$ cat src/rtl/spi_slave_core.sv
// spi_slave_core: SPI mode-0 responder, oversampled in the clk domain, with a single-entry TX buffer and RX word strobe.
module spi_slave_core #(
   parameter int DATA_WIDTH  = 8,
   parameter int SYNC_STAGES = 2,
   parameter int MSB_FIRST   = 1
) (
   input  logic                  clk,
   input  logic                  rst,
   input  logic                  sclk,
   input  logic                  cs_n,
   input  logic                  mosi,
   output logic                  miso,
   output logic                  miso_oe,
   input  logic [DATA_WIDTH-1:0] tx_data,
   input  logic                  tx_valid,
   output logic                  tx_ready,
   output logic [DATA_WIDTH-1:0] rx_data,
   output logic                  rx_valid,
   output logic                  tx_underrun,
   output logic                  busy
);
   localparam int CW = $clog2(DATA_WIDTH);

   typedef enum logic [1:0] {IDLE, LOAD, SHIFT} state_t;

   state_t                  state, state_nx;
   logic [SYNC_STAGES-1:0]  sclk_sync, cs_sync, mosi_sync;
   logic                    sclk_s, cs_n_s, mosi_s, sclk_q, cs_q;
   logic                    rise, fall, cs_fall, cs_rise;
   logic [CW-1:0]           bit_cnt;
   logic [DATA_WIDTH-1:0]   tx_shift, rx_shift, buf_data, ld_word, tx_next, rx_next;
   logic                    buf_full, load, shift_fall, shift_rise, wr;

   assign sclk_s  = sclk_sync[SYNC_STAGES-1];
   assign cs_n_s  = cs_sync[SYNC_STAGES-1];
   assign mosi_s  = mosi_sync[SYNC_STAGES-1];
   assign rise    = sclk_s & ~sclk_q;
   assign fall    = ~sclk_s & sclk_q;
   assign cs_fall = ~cs_n_s & cs_q;
   assign cs_rise = cs_n_s & ~cs_q;
   assign busy    = ~cs_n_s;
   assign tx_ready = ~buf_full;
   assign wr      = tx_valid & ~buf_full;

   always_ff @(posedge clk or posedge rst) begin
      if (rst) begin
         sclk_sync <= '0;
         cs_sync   <= '1;
         mosi_sync <= '0;
         sclk_q    <= 1'b0;
         cs_q      <= 1'b1;
      end else begin
         sclk_sync <= {sclk_sync[SYNC_STAGES-2:0], sclk};
         cs_sync   <= {cs_sync[SYNC_STAGES-2:0], cs_n};
         mosi_sync <= {mosi_sync[SYNC_STAGES-2:0], mosi};
         sclk_q    <= sclk_s;
         cs_q      <= cs_n_s;
      end
   end

   always_ff @(posedge clk or posedge rst) begin
      if (rst) state <= IDLE;
      else     state <= state_nx;
   end

   always_comb begin
      state_nx = cs_rise ? IDLE :
                 (state == IDLE && cs_fall) ? LOAD :
                 (state == LOAD) ? SHIFT : state;
   end

   // a fall with a cleared bit counter follows a completed word and starts the next one
   assign shift_fall = (state == SHIFT) & fall;
   assign shift_rise = (state == SHIFT) & rise;
   assign load    = ~cs_rise & ((state == LOAD) | (shift_fall & (bit_cnt == '0)));
   assign ld_word = buf_full ? buf_data : '0;
   assign tx_next = (MSB_FIRST != 0) ? (tx_shift << 1) : (tx_shift >> 1);
   assign rx_next = (MSB_FIRST != 0) ? {rx_shift[DATA_WIDTH-2:0], mosi_s}
                                     : {mosi_s, rx_shift[DATA_WIDTH-1:1]};

   always_ff @(posedge clk or posedge rst) begin
      if (rst) begin
         miso        <= 1'b0;
         miso_oe     <= 1'b0;
         rx_data     <= '0;
         rx_valid    <= 1'b0;
         tx_underrun <= 1'b0;
         bit_cnt     <= '0;
         tx_shift    <= '0;
         rx_shift    <= '0;
         buf_data    <= '0;
         buf_full    <= 1'b0;
      end else begin
         rx_valid    <= 1'b0;
         tx_underrun <= 1'b0;
         buf_full    <= wr | (buf_full & ~load);
         if (wr) buf_data <= tx_data;
         if (cs_rise) begin
            bit_cnt <= '0;
            miso    <= 1'b0;
            miso_oe <= 1'b0;
         end else begin
            if (load) begin
               tx_shift    <= ld_word;
               miso        <= (MSB_FIRST != 0) ? ld_word[DATA_WIDTH-1] : ld_word[0];
               miso_oe     <= 1'b1;
               tx_underrun <= ~buf_full;
            end else if (shift_fall) begin
               tx_shift <= tx_next;
               miso     <= (MSB_FIRST != 0) ? tx_next[DATA_WIDTH-1] : tx_next[0];
            end
            if (shift_rise) begin
               rx_shift <= rx_next;
               if (bit_cnt == CW'(DATA_WIDTH - 1)) begin
                  rx_data  <= rx_next;
                  rx_valid <= 1'b1;
                  bit_cnt  <= '0;
               end else begin
                  bit_cnt <= bit_cnt + 1'b1;
               end
            end
         end
      end
   end
endmodule

$ cat config.mk
export PLATFORM = sky130hd
export DESIGN_NAME = spi_slave_core
export DESIGN_NICKNAME = d
export VERILOG_FILES = /design/src/rtl/spi_slave_core.sv
export SDC_FILE = /design/constraint.sdc
export NUM_CORES = 1
export LEC_CHECK = 0
export CAP_MARGIN = 30
export CORE_UTILIZATION = 30
export CTS_BUF_LIST = sky130_fd_sc_hd__clkbuf_8
export CTS_CLUSTER_DIAMETER = 60
export DETAILED_ROUTE_END_ITERATION = 6
export GPL_TIMING_DRIVEN = 0
export PLACE_DENSITY = 0.48
export REMOVE_ABC_BUFFERS = 1
export SLEW_MARGIN = 20
export SYNTH_ARGS = -nofsm -noshare
export SYNTH_HDL_FRONTEND = slang
export SYNTH_SLANG_ARGS = --single-unit
$ cat constraint.sdc
create_clock -name clk -period 2.9 [get_ports clk]
set_input_delay 0.58 -clock clk [delete_from_list [all_inputs] [get_ports clk]]
set_output_delay 0.58 -clock clk [all_outputs]
set_load 0.03 [all_outputs]
==> summary.txt, run 1 <==
Run status
  – Status: completed

STA
  – Post-route setup slack: 0.700 ns
  – Fin. Hold Viols: 0
  – RSZ-0062 raised after global routing: false
  – Worst-Margin Slew: 0.775 ns
  – Pins Over Slew Limit: 0
  – Total negative slack: 0 ns
  – Relative max-transition margin: 48.0%
  – Minimum clock period: between 2 and 2.5 ns
  – Final setup viols: 0
  – Fmax: 455 MHz
  – Final worst-path cycle share: 75.9%
  – Skew final: 0.00727 ns

Global route
  – Initial antenna violation count: 0
  – Tot GR Track Use: around 12%
  – Total grt overflow: 0
  – Vias in the first global route: 1314
  – Pin count of the biggest net entering global routing: 31
  – First-pass GRT wire length: 5.76 mm

Synthesis
  – Avg Synthesized Cell Area: 12.4 um^2
  – Mapped cell area: 1950 um^2
  – Unique masters post-synth: 28
  – Gate Count Post-Synth: around 160
  – Yosys reg bits: 48
  – Top FF cell, synth: dfrtp_1
  – Post-synth EDFFs: 0
  – Asr flop ratio synth: 100%
  – Yosys warns: 0
  – Sequential area share after synthesis: 61.9%

Power
  – Switch share: 31.6%
  – Leakage: roughly 1.1 nW
  – Power Dens Cells: a little under 800 nW/um^2
  – Logic pwr share: 25.6%
  – P_sw: between 0.0005 and 0.0006 W
  – Pint: 0.00128 W
  – Clock power share: 22.9%
  – Worst VDD drop: 0.303 mV
  – Flop pwr share: approximately 50%
  – Total chip power: about 0.0019 W

Layout
  – Diode count: 0
  – Sequential cell area: 1200 um^2
  – Multi-input logic area: 677 um^2
  – Commonest non-fill, non-tap cell in the layout: dfrtp_1
  – Area grow syn2layout: 23.0%
  – Commonest non-fill, non-tap cells in the layout: 45 x dfrtp_1, 27 x clkdlybuf4s50_1, 22 x mux2_2, 14 x nor2_1, 13 x nand2_1
  – # fillers: 612
  – Layout Nets: a little over 200
  – Share of cells above drive strength 1: 22.0%

Clock network
  – H-tree depth: 2
  – Longest Clk Path Bufs: 2
  – CTS Buf Count: 5
  – Post-CTS sizing: 0
  – CTS tree: done
  – CTS root buffer: clkbuf_8
  – Sink Count: 48
  – Setup bufs post-CTS: 0
  – Clk_lat worst skew: about 0.30 ns
  – Hold Buf Count CTS: 0
  – Clock slew at reported path FFs: 0.09 ns

Placed design
  – Dpl hpwl: roughly 2.5 mm
  – # port buffers: 27
  – Placement Setup Slack: 0.677 ns
  – RePlAce Congestion: 0.701

Critical path
  – Critical path fanouts, max: 12
  – Largest stage delay, worst path: 0.67 ns
  – Setup CP Type: reg -> out
  – WP data required: 2.32 ns
  – Type of destination of the critical path: output port
  – Worst Setup Start Kind: register
  – Crit path arrival time: 1.62 ns
  – Worst R2R Setup Slack: 1.23 ns
  – Crit-path slowest cell: clkdlybuf4s50_1
  – Worst-path cell chain: inv_1 -> clkdlybuf4s50_1

Detailed routing
  – Routed Antenna Nets: 0
  – Initial DRC count: 31
  – Total number of vias: about 1200
  – DRC violations left: 0
  – Routed WL per cell: 13.4 um
  – Total Wirelength: 3.50 mm
  – Routed vias/inst: around 4.7
  – Drt pass-1 iters: 4

Min path
  – Hold Crit Class: reg -> reg

Floorplanning
  – Die span in y: 82.5 um
  – Ports: 28
  – Starting density of the core: about a third
  – Row count: 28
  – Die Wd: roughly 83 um
  – Die area: 6810 um^2
  – Core ar.: between 6000 and 7000 um^2

Flow run
  – Maxcap violations: 0
[synthesized netlist by cell type, types with 2 or more instances]
cell type	instances	area, um^2
inv_1	7	26.3
a31oi_1	7	43.8
o21ai_0	6	30.0
nand2_1	13	48.8
ha_1	3	37.5
clkbuf_1	3	11.3
dfrtp_1	45	1130
nor2_1	14	52.6
and3_1	2	12.5
buf_2	3	15.0
nand2b_1	3	18.8
dfstp_2	3	78.8
nor2b_1	2	12.5
a21oi_1	11	55.1
mux2_2	22	248
[critical path: cells and delay by family, from the launching register on]
family / cells / cell delay (ns)
flip-flops: 1 / 0.52
buffers and inverters: 2 / 0.80
[kinds of logic (layout without fill, tap and decap cells)]
| kind of cell | Yosys count | count (layout) | share of synthesized area [%] |
|---|---|---|---|
| buffers and inverters | 14 | 43 | 3.28 |
| AOI/OAI and AO/OA | 29 | 29 | 8.68 |
| and+or+nand+nor | 40 | 40 | 10.9 |
| DFF | 48 | 48 | 61.9 |
| adders and majority gates | 3 | 3 | 1.93 |
| muxes | 23 | 23 | 13.3 |
[power groups by stage]
stage                     clock (W)  combinational, W  sequential (W)
after floorplan                   0          0.000329        0.000966
after global placement            0          0.000468        0.000973
after detailed placement          0          0.000489        0.000980
after CTS                  0.000441          0.000491        0.000967
after global routing       0.000477          0.000538        0.000989
final                      0.000428          0.000479        0.000964
[worst paths after layout]
path                              start      endpoint  cells after the start
max in group asynchronous           rst    cs_sync[0]                      3
max reg2reg                    buf_full   buf_data[7]                      2
min in group asynchronous           rst   buf_data[2]                      2
max                            buf_full      tx_ready                      2
min reg2reg                sclk_sync[0]  sclk_sync[1]                      0
min                        sclk_sync[0]  sclk_sync[1]                      0
[layout make-up]
cell class	count	share of cell area (%)
flip-flops and latches	48	50.4
multi-input cells	95	28.3
repair buffers	28	12.1
well taps	75	3.92
clock buffers	6	3.45
inverters	7	1.10
clock inverters	2	0.732
[state kept, by name, indices dropped and copies added, names as in the netlist, 2 cells and up]
name,cells
sclk_sync,2
tx_shift,7
buf_data,8
state,2
rx_shift,7
rx_data,8
bit_cnt,3
mosi_sync,2
cs_sync,2
[through the flow]
| stage | hold slack [ns] | area [um^2] | util (%) | instances |
|---|---|---|---|---|
| CTS | 0.357 | 2390 | 39.2 | 261 |
| global placement | 0.337 | 2270 | 37.3 | 252 |
| floorplan | 0.331 | 1910 | - | 150 |
| detailed placement | 0.336 | 2290 | 37.6 | 253 |
| finish | 0.357 | 2390 | 39.2 | 261 |
| global route | 0.363 | 2390 | 39.2 | 261 |
[layer usage]
metal	wire length, um	vias to the layer above	GRT usage, %
li1	-	592	-
met1	1590	605	12.4
met2	1700	27	20.7
met3	179	5	4.07
met4	31	0	4.14
met5	0	-	0
Power figures use the tool's default switching activity.
==> run 2, diff against run 1 <==
- PLACE_DENSITY: 0.48 -> 0.5
- clock period: 2.9 -> 1.9 ns (I/O delays scaled with it)
==> summary.txt, run 2 (same netlist as run 1, synthesis figures left out) <==
Run status
  – Status: completed

Layout
  – Layout Nets: 202 (unchanged)
  – Diode count: 0 (unchanged)
  – Largest registers: buf_data (8), rx_data (8)
  – Sequential cell area: 1200 um^2 (unchanged)
  – # fillers: 612 (unchanged)
  – Share of cells above drive strength 1: 22.0% (unchanged)
  – Commonest non-fill, non-tap cell in the layout: dfrtp_1
  – Multi-input logic area: 677 um^2 (unchanged)
  – Commonest non-fill, non-tap cells in the layout: 45 x dfrtp_1, 25 x clkdlybuf4s50_1, 22 x mux2_2, 14 x nor2_1, 13 x nand2_1
  – Layout Cells excl Fill: 261 (unchanged)
  – Area grow syn2layout: 23.1%

Power
  – Worst VDD drop: 0.440 mV (+45%)
  – Pint: 0.00194 W (+51%)
  – P_sw: 0.000885 W (+50%)
  – Flop pwr share: 52.0% (+0.5 points)
  – Leakage: 1.10 nW (about the same)
  – Power Dens Cells: 1180 nW/um^2 (+51%)
  – Clock power share: 22.4% (-0.5 points)
  – Logic pwr share: 25.6% (about the same)
  – Switch share: 31.4% (-0.25 points)

Flow run
  – Maxcap violations: 0 (unchanged)

Clock network
  – H-tree depth: 2 (unchanged)
  – Longest Clk Path Bufs: 2 (unchanged)
  – CTS Buf Count: 5 (unchanged)
  – Sink Count: 48 (unchanged)
  – Hold Buf Count CTS: 0 (unchanged)
  – CTS root buffer: clkbuf_8
  – CTS tree: done
  – Clock slew at reported path FFs: 0.09 ns (about the same)
  – Post-CTS sizing: 2 (+2)
  – Setup bufs post-CTS: 0 (unchanged)
  – Clk_lat worst skew: 0.30 ns (about the same)

Critical path
  – Worst Setup Start Kind: register
  – Crit path arrival time: 1.37 ns (-0.25 ns)
  – Type of destination of the critical path: output port
  – Setup CP Type: reg -> out
  – Critical path fanouts, max: 12 (unchanged)
  – FF-to-FF path depth: 2 (unchanged)
  – CP startpoint: buf_full
  – WP data required: 1.52 ns (-0.80 ns)
  – R2R Path Start: buf_full

Floorplanning
  – Ports: 28 (unchanged)
  – Starting density of the core: 31.9% (unchanged)
  – Die span in y: 82.5 um (unchanged)
  – Die area: 6810 um^2 (unchanged)
  – Core ar.: 6100 um^2 (unchanged)
  – Die Wd: 82.5 um (unchanged)
  – Row count: 28 (unchanged)

Min path
  – Worst hold path startpoint: mosi_sync[0]
  – Hold Crit Class: reg -> reg
  – Hold path depth: 0 (unchanged)

Placed design
  – # port buffers: 27 (unchanged)
  – RePlAce Congestion: 0.728 (+3.8%)
  – Post-placement cell count: 253 (unchanged)
  – Dpl hpwl: 2.48 mm (+0.94%)

Global route
  – Total grt overflow: 0 (unchanged)
  – Met2 usage: 21.2% (+0.41 points)
  – First-pass GRT wire length: 5.97 mm (+3.6%)
  – Pin count of the biggest net entering global routing: 29 (-6.5%)
  – Met1 usage: 13.4% (+1.0 points)
  – Met3 usage: 4.40% (+0.33 points)
  – Tot GR Track Use: 12.1% (+0.53 points)
  – Initial antenna violation count: 0 (unchanged)
  – Vias in the first global route: 1310 (-0.30%)
  – Global route hottest layer: met2

STA
  – Pins Over Slew Limit: 0 (unchanged)
  – RSZ-0062 raised after global routing: false
  – Minimum clock period: 1.75 ns
  – Total negative slack: 0 ns (unchanged)
  – Relative max-transition margin: 50.4% (+2.5 points)
  – Final setup viols: 0 (unchanged)
  – Fin. Hold Viols: 0 (unchanged)
  – Worst-Margin Slew: 0.738 ns (-0.0371 ns)
  – Skew final: 0.00629 ns (-0.000974 ns)
  – Fmax: about 570 MHz
  – Final worst-path cycle share: 92.0%

Detailed routing
  – Drt pass-1 iters: 4 (unchanged)
  – Routed vias/inst: 4.76 (+1.1%)
  – Total number of vias: 1243 (+1.1%)
  – Routed WL per cell: 13.6 um (+1.4%)
  – Routed Antenna Nets: 0 (unchanged)
  – Total Wirelength: 3.55 mm (+1.4%)
  – DRC violations left: 0 (unchanged)
  – Initial DRC count: 37 (+19%)
==> run 2: cell types whose count changed in the layout (fill, tap and decap cells not counted) <==
cell             delta
dlygate4sd2_1       +2
clkdlybuf4s50_1     -2
buf_16              +1
clkinvlp_4          +2
buf_12              -1
inv_6               -2
==> run 2: worst paths after layout <==
check / to / slack [ns]
max: tx_ready / 0.15
max reg2reg: buf_data[6] / 0.22
min: mosi_sync[1] / 0.36
min in group asynchronous: rx_valid / 0.47
max in group asynchronous: cs_q / 0.82
min reg2reg: mosi_sync[1] / 0.36
==> run 2: area by class of cell <==
cell class                      instances  share of cell area [%]
Clock buffer                            6                    3.45
Timing Repair Buffer                   28                    12.3
Sequential cell                        48                    50.3
Clock inverter                          2                   0.627
Inverter                                7                    1.10
Multi-Input combinational cell         95                    28.3
Tap cell                               75                    3.92
==> run 2: power groups by stage <==
stage | logic, W | registers (W) | clock network, W
6_report | 0.000723 | 0.00147 | 0.000633
5_1_grt | 0.000816 | 0.00151 | 0.000706
4_1_cts | 0.000734 | 0.00147 | 0.000667
3_5_place_dp | 0.000736 | 0.00149 | 0
3_3_place_gp | 0.000709 | 0.00148 | 0
2_1_floorplan | 0.000502 | 0.00147 | 0
==> run 2: worst max-delay path: stages (launching register included) <==
cell,delay (ns)
dfrtp_1,0.57
inv_1,0.12
dlygate4sd2_1,0.38
==> run 2: metal layers <==
layer | vias up | routed length (um)
met1 | 615 | 1540
met5 | - | 0
li1 | 594 | -
met3 | 5 | 177
met4 | 0 | 49
met2 | 29 | 1780
==> run 2: stage by stage <==
step / hold slack, ns / area, um^2 / power (W) / util, % / setup slack (ns)
after global routing: 0.365 / 2390 / 0.00303 / 39.3 / 0.0801
after floorplan: 0.331 / 1910 / 0.00198 / - / 0.380
final: 0.359 / 2390 / 0.00282 / 39.3 / 0.151
after detailed placement: 0.336 / 2300 / 0.00223 / 37.7 / -0.123
after global placement: 0.337 / 2270 / 0.00219 / 37.3 / -0.495
after CTS: 0.361 / 2390 / 0.00287 / 39.3 / 0.128
==> run 3, diff against run 2 <==
- CTS_BUF_LIST: sky130_fd_sc_hd__clkbuf_8 -> default
==> results of run 3 <==
The final DEF is identical to that of run 2; final timing and power are the same.
